--- src/rtl/rgb_to_yuv_encoder_if.sv ---
// rgb_to_yuv_encoder_if: shared SRAM port plus start/status handshake of the RGB->YUV encoder
interface rgb_to_yuv_encoder_if;
  logic        Enable;
  logic [17:0] SRAM_address;
  logic [15:0] SRAM_read_data;
  logic [15:0] SRAM_write_data;
  logic        SRAM_we_n;
  logic        Busy;
  logic        Done;
  modport master (
    input  Enable, SRAM_read_data,
    output SRAM_address, SRAM_write_data, SRAM_we_n, Busy, Done
  );
  modport slave (
    output Enable, SRAM_read_data,
    input  SRAM_address, SRAM_write_data, SRAM_we_n, Busy, Done
  );
endinterface

--- src/rtl/rgb_to_yuv_encoder.sv ---
// rgb_to_yuv_encoder: reads interleaved RGB from SRAM, converts to BT.601 YUV, writes planar Y/U/V (UV_AVG_EN selects averaged chroma)
module rgb_to_yuv_encoder #(
  parameter int NUM_PIXELS = 76800,
  parameter int Y_BASE     = 0,
  parameter int U_BASE     = 38400,
  parameter int V_BASE     = 57600,
  parameter int RGB_BASE   = 146944
) (
  input  logic Clock,
  input  logic Resetn,
  rgb_to_yuv_encoder_if.master bus
);
  localparam int NG = NUM_PIXELS / 4;
  typedef enum logic [3:0] {
    S_IDLE, S_RD0, S_RD1, S_RD2, S_RD3, S_RD4, S_RD5, S_RD_W0, S_RD_W1,
    S_CONV, S_WR_Y0, S_WR_Y1, S_WR_U, S_WR_V, S_DONE
  } state_t;
  state_t state;
  logic [17:0] grp;
  logic [17:0] rd_base;
  logic [1:0] pix;
  logic [1:0] ph;
  logic [95:0] rgb_buf;
  logic [7:0] y_r [4];
  logic [7:0] u_r [4];
  logic [7:0] v_r [4];
  logic [23:0] px;
  logic signed [31:0] cr, cg, cb, off, sum, q;
  logic [7:0] clip;
  logic [15:0] u_word, v_word;
  assign rd_base = 18'(RGB_BASE) + grp * 18'd6;
  // One colour component per cycle: phase 0 = Y, 1 = U, 2 = V of the current pixel
  always_comb begin
    px = pix == 2'd0 ? rgb_buf[95:72] : pix == 2'd1 ? rgb_buf[71:48] : pix == 2'd2 ? rgb_buf[47:24] : rgb_buf[23:0];
    cr = ph == 2'd0 ? 32'sd16843 : ph == 2'd1 ? -32'sd9699 : 32'sd28770;
    cg = ph == 2'd0 ? 32'sd33030 : ph == 2'd1 ? -32'sd19071 : -32'sd24117;
    cb = ph == 2'd0 ? 32'sd6423 : ph == 2'd1 ? 32'sd28770 : -32'sd4653;
    off = ph == 2'd0 ? 32'sd1081344 : 32'sd8421376;
    sum = cr * $signed({24'd0, px[23:16]}) + cg * $signed({24'd0, px[15:8]}) + cb * $signed({24'd0, px[7:0]}) + off;
    q = sum >>> 16;
    clip = q[31] ? 8'd0 : |q[30:8] ? 8'd255 : q[7:0];
  end
`ifdef UV_AVG_EN
  function automatic logic [7:0] avg(input logic [7:0] a, input logic [7:0] b);
    return 8'((9'(a) + 9'(b) + 9'd1) >> 1);
  endfunction
  assign u_word = {avg(u_r[0], u_r[1]), avg(u_r[2], u_r[3])};
  assign v_word = {avg(v_r[0], v_r[1]), avg(v_r[2], v_r[3])};
`else
  assign u_word = {u_r[0], u_r[2]};
  assign v_word = {v_r[0], v_r[2]};
`endif
  // Group sequencer: 6 reads, 2 drain cycles, 12 conversion cycles, 4 writes; all bus outputs registered
  always_ff @(posedge Clock or negedge Resetn) begin
    if (!Resetn) begin
      state <= S_IDLE;
      bus.SRAM_address <= '0;
      bus.SRAM_write_data <= '0;
      bus.SRAM_we_n <= 1'b1;
      bus.Busy <= 1'b0;
      bus.Done <= 1'b0;
      grp <= '0;
      pix <= '0;
      ph <= '0;
      rgb_buf <= '0;
      for (int i = 0; i < 4; i++) begin
        y_r[i] <= '0;
        u_r[i] <= '0;
        v_r[i] <= '0;
      end
    end else begin
      if (state inside {S_RD2, S_RD3, S_RD4, S_RD5, S_RD_W0, S_RD_W1})
        rgb_buf <= {rgb_buf[79:0], bus.SRAM_read_data};
      case (state)
        S_IDLE: if (bus.Enable) begin
          state <= S_RD0;
          bus.Busy <= 1'b1;
          bus.SRAM_address <= rd_base;
        end
        S_RD0, S_RD1, S_RD2, S_RD3, S_RD4: begin
          state <= state_t'(state + 4'd1);
          bus.SRAM_address <= bus.SRAM_address + 18'd1;
        end
        S_RD5, S_RD_W0: state <= state_t'(state + 4'd1);
        S_RD_W1: begin
          state <= S_CONV;
          pix <= '0;
          ph <= '0;
        end
        S_CONV: begin
          if (ph == 2'd0) y_r[pix] <= clip;
          if (ph == 2'd1) u_r[pix] <= clip;
          if (ph == 2'd2) v_r[pix] <= clip;
          ph <= ph == 2'd2 ? 2'd0 : ph + 2'd1;
          pix <= ph == 2'd2 ? pix + 2'd1 : pix;
          if (pix == 2'd3 && ph == 2'd2) begin
            state <= S_WR_Y0;
            bus.SRAM_address <= 18'(Y_BASE) + {grp[16:0], 1'b0};
            bus.SRAM_write_data <= {y_r[0], y_r[1]};
            bus.SRAM_we_n <= 1'b0;
          end
        end
        S_WR_Y0: begin
          state <= S_WR_Y1;
          bus.SRAM_address <= bus.SRAM_address + 18'd1;
          bus.SRAM_write_data <= {y_r[2], y_r[3]};
        end
        S_WR_Y1: begin
          state <= S_WR_U;
          bus.SRAM_address <= 18'(U_BASE) + grp;
          bus.SRAM_write_data <= u_word;
        end
        S_WR_U: begin
          state <= S_WR_V;
          bus.SRAM_address <= 18'(V_BASE) + grp;
          bus.SRAM_write_data <= v_word;
        end
        S_WR_V: begin
          bus.SRAM_we_n <= 1'b1;
          if (grp == 18'(NG - 1)) begin
            state <= S_DONE;
            bus.Done <= 1'b1;
            bus.Busy <= 1'b0;
            grp <= '0;
          end else begin
            state <= S_RD0;
            grp <= grp + 18'd1;
            bus.SRAM_address <= rd_base + 18'd6;
          end
        end
        S_DONE: begin
          state <= S_IDLE;
          bus.Done <= 1'b0;
        end
        default: state <= S_IDLE;
      endcase
    end
  end
endmodule
--- src/flat_wrapper.sv ---
// flat-port wrapper written by rule: the top's interface ports become plain ports
module rgb_to_yuv_encoder_flat 
#(
  parameter int NUM_PIXELS = 76800,
  parameter int Y_BASE     = 0,
  parameter int U_BASE     = 38400,
  parameter int V_BASE     = 57600,
  parameter int RGB_BASE   = 146944
)
  (Clock, Resetn, bus_Enable, bus_SRAM_read_data, bus_SRAM_address, bus_SRAM_write_data, bus_SRAM_we_n, bus_Busy, bus_Done);
  rgb_to_yuv_encoder_if bus_i ();
  input  logic Clock;
  input  logic Resetn;
  input wire logic [$bits(bus_i.Enable)-1:0] bus_Enable;
  input wire logic [$bits(bus_i.SRAM_read_data)-1:0] bus_SRAM_read_data;
  output wire logic [$bits(bus_i.SRAM_address)-1:0] bus_SRAM_address;
  output wire logic [$bits(bus_i.SRAM_write_data)-1:0] bus_SRAM_write_data;
  output wire logic [$bits(bus_i.SRAM_we_n)-1:0] bus_SRAM_we_n;
  output wire logic [$bits(bus_i.Busy)-1:0] bus_Busy;
  output wire logic [$bits(bus_i.Done)-1:0] bus_Done;
  assign bus_i.Enable = bus_Enable;
  assign bus_i.SRAM_read_data = bus_SRAM_read_data;
  assign bus_SRAM_address = bus_i.SRAM_address;
  assign bus_SRAM_write_data = bus_i.SRAM_write_data;
  assign bus_SRAM_we_n = bus_i.SRAM_we_n;
  assign bus_Busy = bus_i.Busy;
  assign bus_Done = bus_i.Done;
  rgb_to_yuv_encoder #(.NUM_PIXELS(NUM_PIXELS), .Y_BASE(Y_BASE), .U_BASE(U_BASE), .V_BASE(V_BASE), .RGB_BASE(RGB_BASE)) u_core (.Clock(Clock), .Resetn(Resetn), .bus(bus_i));
endmodule
--- config.mk ---
export PLATFORM = sky130hd
export DESIGN_NAME = rgb_to_yuv_encoder_flat
export DESIGN_NICKNAME = d
export VERILOG_FILES = /design/src/rtl/rgb_to_yuv_encoder_if.sv /design/src/rtl/rgb_to_yuv_encoder.sv /design/src/flat_wrapper.sv
export SDC_FILE = /design/constraint.sdc
export NUM_CORES = 1
export LEC_CHECK = 0
export ABC_AREA = 1
export CELL_PAD_IN_SITES_DETAIL_PLACEMENT = 1
export CELL_PAD_IN_SITES_GLOBAL_PLACEMENT = 2
export CORE_ASPECT_RATIO = 1.4
export CORE_MARGIN = 2
export CORE_UTILIZATION = 35
export DETAILED_ROUTE_END_ITERATION = 12
export MAX_ROUTING_LAYER = met4
export PLACE_DENSITY = 0.82
export SLEW_MARGIN = 40
export SYNTH_ARGS = -nofsm -noshare
export SYNTH_HDL_FRONTEND = slang
export SYNTH_SLANG_ARGS = --single-unit
--- constraint.sdc ---
create_clock -name Clock -period 12.6 [get_ports Clock]
set_input_delay 2.52 -clock Clock [delete_from_list [all_inputs] [get_ports Clock]]
set_output_delay 2.52 -clock Clock [all_outputs]
set_load 0.03 [all_outputs]
### Word level (Yosys, flattened, before mapping)

Index checks and enable logic that the tools add are counted.

| storage, ports and cells | value |
|---|---|
| input port bits | 19 |
| output and inout port bits | 37 |
| flip-flop bits (word level) | 255 |
| word-level logic and storage cells | 130 |

| cells by class | value |
|---|---|
| bitwise operators | 1 |
| reduce and logical (&&, ||, !) cells | 25 |
| add/subtract/negate cells | 12 |
| $mul | 4 |
| $lt $le $gt $ge | 2 |
| multiplexer cells | 39 |
| eq/ne operators | 25 |

Operators by type and width:

| kind | count |
|---|---|
| 32-bit 2-to-1 mux | 5 |
| 18-bit one-hot mux with 6 select lines | 1 |
| 32-bit adder | 3 |
| 32-bit bitwise mux | 3 |
| 32-bit by 9-bit multiplier with 32-bit output | 3 |
| 24-bit 2-to-1 mux | 4 |
| 18-bit 2-to-1 mux | 4 |
| 16-bit one-hot mux with 4 select lines | 1 |
| 16-bit by 18-bit adder with 18-bit output (first input constant) | 2 |
| 18-bit by 1-bit adder with 18-bit output (second input constant) | 2 |
| 4-bit one-hot mux with 8 select lines | 1 |
| 4-bit equality test (second input constant) | 7 |
| 8-bit 2-to-1 mux | 3 |
| 18-bit adder (first input constant) | 1 |
| 18-bit by 3-bit adder with 18-bit output (second input constant) | 1 |
| 18-bit by 15-bit equality test with 1-bit output (second input constant) | 1 |
| 18-bit by 2-bit multiplier with 17-bit output (second input constant) | 1 |
| 8-bit demux with 2-bit select | 1 |
| 4-bit by 3-bit equality test with 1-bit output (second input constant) | 4 |
| 16-bit 2-to-1 mux | 1 |
| 2-bit AND reduction | 8 |
| 13-bit 2-to-1 mux | 1 |
| 4-bit 2-to-1 mux | 3 |
| 6-bit nonzero test | 2 |
| 25 further kinds | 45 |

### Depth between registers and ports, before layout

| logic depth | value |
|---|---|
| depth after elaboration | 12 |
| mapped depth | 42 |

### Least setup slack after synthesis

OpenSTA, ideal clock, no wires.

| path | value |
|---|---|
| path kind | register to register |
| start | register u_core.pix[0] |
| end | register u_core.v_r[10] (netlist bit) |
| path buffers | 2 |
| path slack | 4.889 ns |
| stages on the path, launching flop included | 36 |
| arrival time | 7.593 ns |
| period minus slack after synthesis | 7.711 ns |
| data required time | 12.482 ns |
| cell sequence | dfrtp_1 inv_1 ha_1 clkbuf_1 clkbuf_1 nand2_1 o21ai_0 o21ai_0 o21ai_0 inv_1 nor2_1 inv_1 fa_1 fa_1 fa_1 fa_1 inv_1 fa_1 fa_1 inv_1 fa_1 inv_1 ha_1 a21oi_1 inv_1 a31oi_1 o21a_1 o21ai_1 nor2_1 nand2_1 nand2_1 nand3_2 nor2_8 nand3_4 nand3_1 nand2_1 |

| between the ends | value |
|---|---|
| cells in the longest elaborated chain, start to end | 12 |
| elaborated cells on any way between the ends | 22 |
| those cells by class | 3 x add/sub; 3 x mul; 2 x order compare; 2 x eq/ne; 8 x mux; 1 x bitwise; 3 x reduce/logical |

RTL lines:

| what | RTL line | RTL |
|---|---|---|
| from (decl) | rgb_to_yuv_encoder.sv:21 | `logic [1:0] pix;` |
| from (signal assigned) | rgb_to_yuv_encoder.sv:95 | `pix <= ph == 2'd2 ? pix + 2'd1 : pix;` |
| 2-bit equality test | rgb_to_yuv_encoder.sv:34 | `px = pix == 2'd0 ? rgb_buf[95:72] : pix == 2'd1 ? rgb_buf[71:48] : pix == 2'd2 ? rgb_buf[47:24] : rgb_buf[23:0 ...` |
| 24-bit 2-to-1 mux (3 in a row) | rgb_to_yuv_encoder.sv:34 |  |
| 32-bit by 9-bit multiplier with 32-bit output | rgb_to_yuv_encoder.sv:39 | `sum = cr * $signed({24'd0, px[23:16]}) + cg * $signed({24'd0, px[15:8]}) + cb * $signed({24'd0, px[7:0]}) + of ...` |
| 32-bit adder (3 in a row) | rgb_to_yuv_encoder.sv:39 |  |
| 8-bit OR reduction | rgb_to_yuv_encoder.sv:41 | `clip = q[31] ? 8'd0 : \|q[30:8] ? 8'd255 : q[7:0];` |
| 8-bit 2-to-1 mux (2 in a row) | rgb_to_yuv_encoder.sv:41 |  |
| 32-bit bitwise mux (*) | rgb_to_yuv_encoder.sv:93 | `if (ph == 2'd2) v_r[pix] <= clip;` |
| to (signal, indexed assignment) | rgb_to_yuv_encoder.sv:93 |  |
| to (decl) | rgb_to_yuv_encoder.sv:26 | `logic [7:0] v_r [4];` |

Every way passes the cells marked *; elsewhere a longest branch is shown, timed or not.
A chain may end at the register's enable or synchronous reset.

### Final worst setup path

| path | value |
|---|---|
| start | register u_core.pix[1] |
| end | register u_core.y_r[31] (netlist bit) |

| between the ends | value |
|---|---|
| cells in the longest elaborated chain, start to end | 12 |
| elaborated cells on any way between the ends | 22 |
| those cells by class | 3 x add/sub; 3 x mul; 2 x order compare; 2 x eq/ne; 8 x mux; 1 x bitwise; 3 x reduce/logical |

RTL lines:

| what | RTL line | RTL |
|---|---|---|
| 2-bit equality test | rgb_to_yuv_encoder.sv:34 |  |
| 24-bit 2-to-1 mux (3 in a row) | rgb_to_yuv_encoder.sv:34 |  |
| 32-bit by 9-bit multiplier with 32-bit output | rgb_to_yuv_encoder.sv:39 |  |
| 32-bit adder (3 in a row) | rgb_to_yuv_encoder.sv:39 |  |
| 8-bit OR reduction | rgb_to_yuv_encoder.sv:41 |  |
| 8-bit 2-to-1 mux (2 in a row) | rgb_to_yuv_encoder.sv:41 |  |
| 32-bit bitwise mux (*) | rgb_to_yuv_encoder.sv:91 | `if (ph == 2'd0) y_r[pix] <= clip;` |
| to (signal, indexed assignment) | rgb_to_yuv_encoder.sv:91 |  |
| to (decl) | rgb_to_yuv_encoder.sv:24 | `logic [7:0] y_r [4];` |

Marks and branches as above.

==> results.tsv <==
metric	value	unit
status	complete, no violations	
via count	21520	
Mapped Cells	3278	
Clock Skew	0.03423	ns
CP Data Arrival Time	9.86	ns
Setup-failing EPs final	0	
Area Overhead vs Synth	9.761	%
initial antenna violation count	0	
Avg Inst Size Synth	8.060	µm²
Hold Path Class	flop to flop	
layout cells sized above 1	5.549	%
Detailed Routing Iterations Pass 1	5	
Synth warnings	0	
mapped cell area	26420	µm²
crit path max fanout	29	
Seq/Total Area, Yosys	21.13	%
worst path buffer plus inverter count	8	
period utilisation layout	74.68	%
core area	75040	µm²
DRC errors left	0	
RSZ-0062 raised after global routing	false	
Clk pin slew, worst setup/hold paths	0.07	ns
CTS tree	yes	
Post-synth ARST share	100.0	%
headroom to the max-slew limit	42.69	%
Synth cell types	63	
pin count of the biggest net entering global routing	133	
final hold vios	0	
n_diodes	0	
WL final	83520	µm
Synth Flop Type	dfrtp_1	
first-pass GRT wire length	134100	µm
storage element area	5582	µm²
final net count	3912	
Worst setup SP type	flop	
DRT antenna net count	0	
WL/cell	19.41	µm
crit end category	flop	
Die X	236.2	µm
Seq cells post-synth	223	
grt total ovfl	0	
Global Route Usage Sum	22.81	%
minimum clock period	9.410	ns
CP peak stage delay	0.66	ns
Post-DP HPWL	68850	µm
CTS Buf Count	24	
# port buffers	55	
via/cell ratio	5.002	
post-CTS resize count	0	
number of synthesized flops with an enable pin	0	
gpl congestion	0.9147	
Max stage delay cell, worst path	ha_1	
fmax	0.1063	GHz
WS Path Type	flop to flop	
DR iter-0 viols	1025	
Bufs on Longest Clock Path	3	
Least-Margin Pin Slew	0.8506	ns
Mapped Nets	3874	
final setup TNS	0	ns
num ports	56	
H-tree levels	1	
post-cts hold buffer count	0	
later-pin clock latency in the skew report	0.57	ns
Initial Util	35.21	%
die area	77730	µm²
Multi-input gate area	17590	µm²
Root Driver	clkbuf_16	
max_cap viols	0	
CP delay by family, top	adder cells	
CTS sink cnt	223	
Die Y-Extent	329.1	µm
Required @ worst endpoint	13.05	ns
# Post-CTS Setup Buffers	0	
# rows	119	
vias in the first global route	23750	
Slew Viols, Final	0	
Filler cells	9120	
==> stage by stage <==
| stage | cell area (µm²) | worst slack (ns) | hold WS (ns) | utilization, % | cells |
|---|---|---|---|---|---|
| 2_1_floorplan | 26420 | 4.889 | 0.4494 | - | 3278 |
| 4_1_cts | 28970 | 3.123 | 0.4835 | 38.60 | 4301 |
| 3_3_place_gp | 28110 | 3.139 | 0.4644 | 37.46 | 4257 |
| 5_1_grt | 29000 | 2.529 | 0.4980 | 38.64 | 4302 |
| 3_5_place_dp | 28130 | 3.155 | 0.4665 | 37.49 | 4257 |
| 6_report | 29000 | 3.190 | 0.4786 | 38.64 | 4302 |
==> per-layer routing <==
metal	vias up	global-route usage, %	share of wire (%)
met3	119	1.240	1.9
li1	10140	-	-
met2	295	43.03	55
met5	-	-	0
met4	0	7.251	3.5
met1	10960	25.78	40
==> worst reg2reg max path: cells and delay by family (launching register included) <==
family | cells | cell delay [ns]
adders and majority gates | 9 | 4.69
AOI/OAI and AO/OA | 6 | 1.48
and+or+nand+nor | 8 | 1.44
buffers and inverters | 8 | 1.29
DFF | 1 | 0.41
==> sequential cells by signal, summed over array words and instances (netlist names) <==
register / count
u_core.bus.Busy: 1
u_core.bus.Done: 1
u_core.bus.SRAM_address: 18
u_core.bus.SRAM_we_n: 1
u_core.bus.SRAM_write_data: 16
u_core.grp: 18
u_core.ph: 2
u_core.pix: 2
u_core.rgb_buf: 96
u_core.state: 4
u_core.u_r: 16
u_core.v_r: 16
u_core.y_r: 32
==> cell type report <==
cell class | instances | share of cell area (%)
inverters | 788 | 10.21
flip-flops and latches | 223 | 19.25
repair buffers | 86 | 2.830
multi-input cells | 2193 | 60.66
well taps | 968 | 4.177
clock inverters | 13 | 0.5436
clock buffers | 31 | 2.334
==> cells in the mapped netlist (3+ instances only) <==
cell | instances | share of area [%]
inv_1 | 760 | 11
nand2_1 | 591 | 8.4
fa_1 | 351 | 27
nor2_1 | 280 | 4.0
ha_1 | 226 | 11
dfrtp_1 | 222 | 21
o21ai_0 | 192 | 3.6
nand3_1 | 156 | 3.0
a21oi_1 | 145 | 2.7
clkbuf_1 | 51 | 0.72
a31oi_1 | 24 | 0.57
inv_2 | 23 | 0.33
nand4_1 | 18 | 0.43
nor3_1 | 18 | 0.34
xor2_1 | 17 | 0.56
nand2_2 | 16 | 0.38
nor2_2 | 16 | 0.38
o21ai_1 | 14 | 0.27
buf_2 | 12 | 0.23
o21a_1 | 11 | 0.31
a22oi_1 | 10 | 0.28
o22ai_1 | 9 | 0.21
nand3_4 | 8 | 0.53
nor2_4 | 8 | 0.34
o211ai_1 | 8 | 0.23
nor4_1 | 7 | 0.17
xnor2_1 | 7 | 0.23
a41oi_1 | 6 | 0.20
a21oi_2 | 5 | 0.17
buf_1 | 5 | 0.071
mux2_2 | 5 | 0.21
nand3_2 | 5 | 0.19
buf_6 | 4 | 0.17
clkinv_1 | 4 | 0.057
nand3b_1 | 3 | 0.085
o2111ai_1 | 3 | 0.099
o31ai_1 | 3 | 0.085
or2_2 | 3 | 0.071
==> cell usage in the layout, fill, tap and decap left out, types with 29 or more instances in the layout <==
cell type,netlist,final
a21oi_1,145,144
buf_4,2,29
clkdlybuf4s50_1,0,54
dfrtp_1,222,222
fa_1,351,351
ha_1,226,226
inv_1,760,760
nand2_1,591,589
nand3_1,156,156
nor2_1,280,274
o21ai_0,192,190
==> final timing paths <==
check | startpoint | end | slack (ns) | depth (start not counted)
max in group asynchronous | Resetn | u_core.v_r[25] | 9.31 | 3
worst max register to register | u_core.pix[1] | u_core.y_r[31] | 3.19 | 31
worst min-delay path | u_core.y_r[18] | u_core.y_r[18] | 0.48 | 2
worst max-delay path | u_core.pix[1] | u_core.y_r[31] | 3.19 | 31
worst min register to register | u_core.y_r[18] | u_core.y_r[18] | 0.48 | 2
min in group asynchronous | Resetn | u_core.rgb_buf[12] | 1.99 | 1
==> cell families after synthesis <==
kind of cell,count (synthesis),share of synthesized area [%]
AND/OR/NAND/NOR,1142,18.79
flip-flops,223,21.13
buffers and inverters,862,12.45
adder cells (fa/ha/maj),577,37.30
multiplexers,5,0.2131
XOR/XNOR,24,0.7956
AO/OA/AOI/OAI,445,9.320
Power is left out: the tool's default activity adds up to more than one toggle a clock period on the data nets, which glitch-free logic cannot reach.
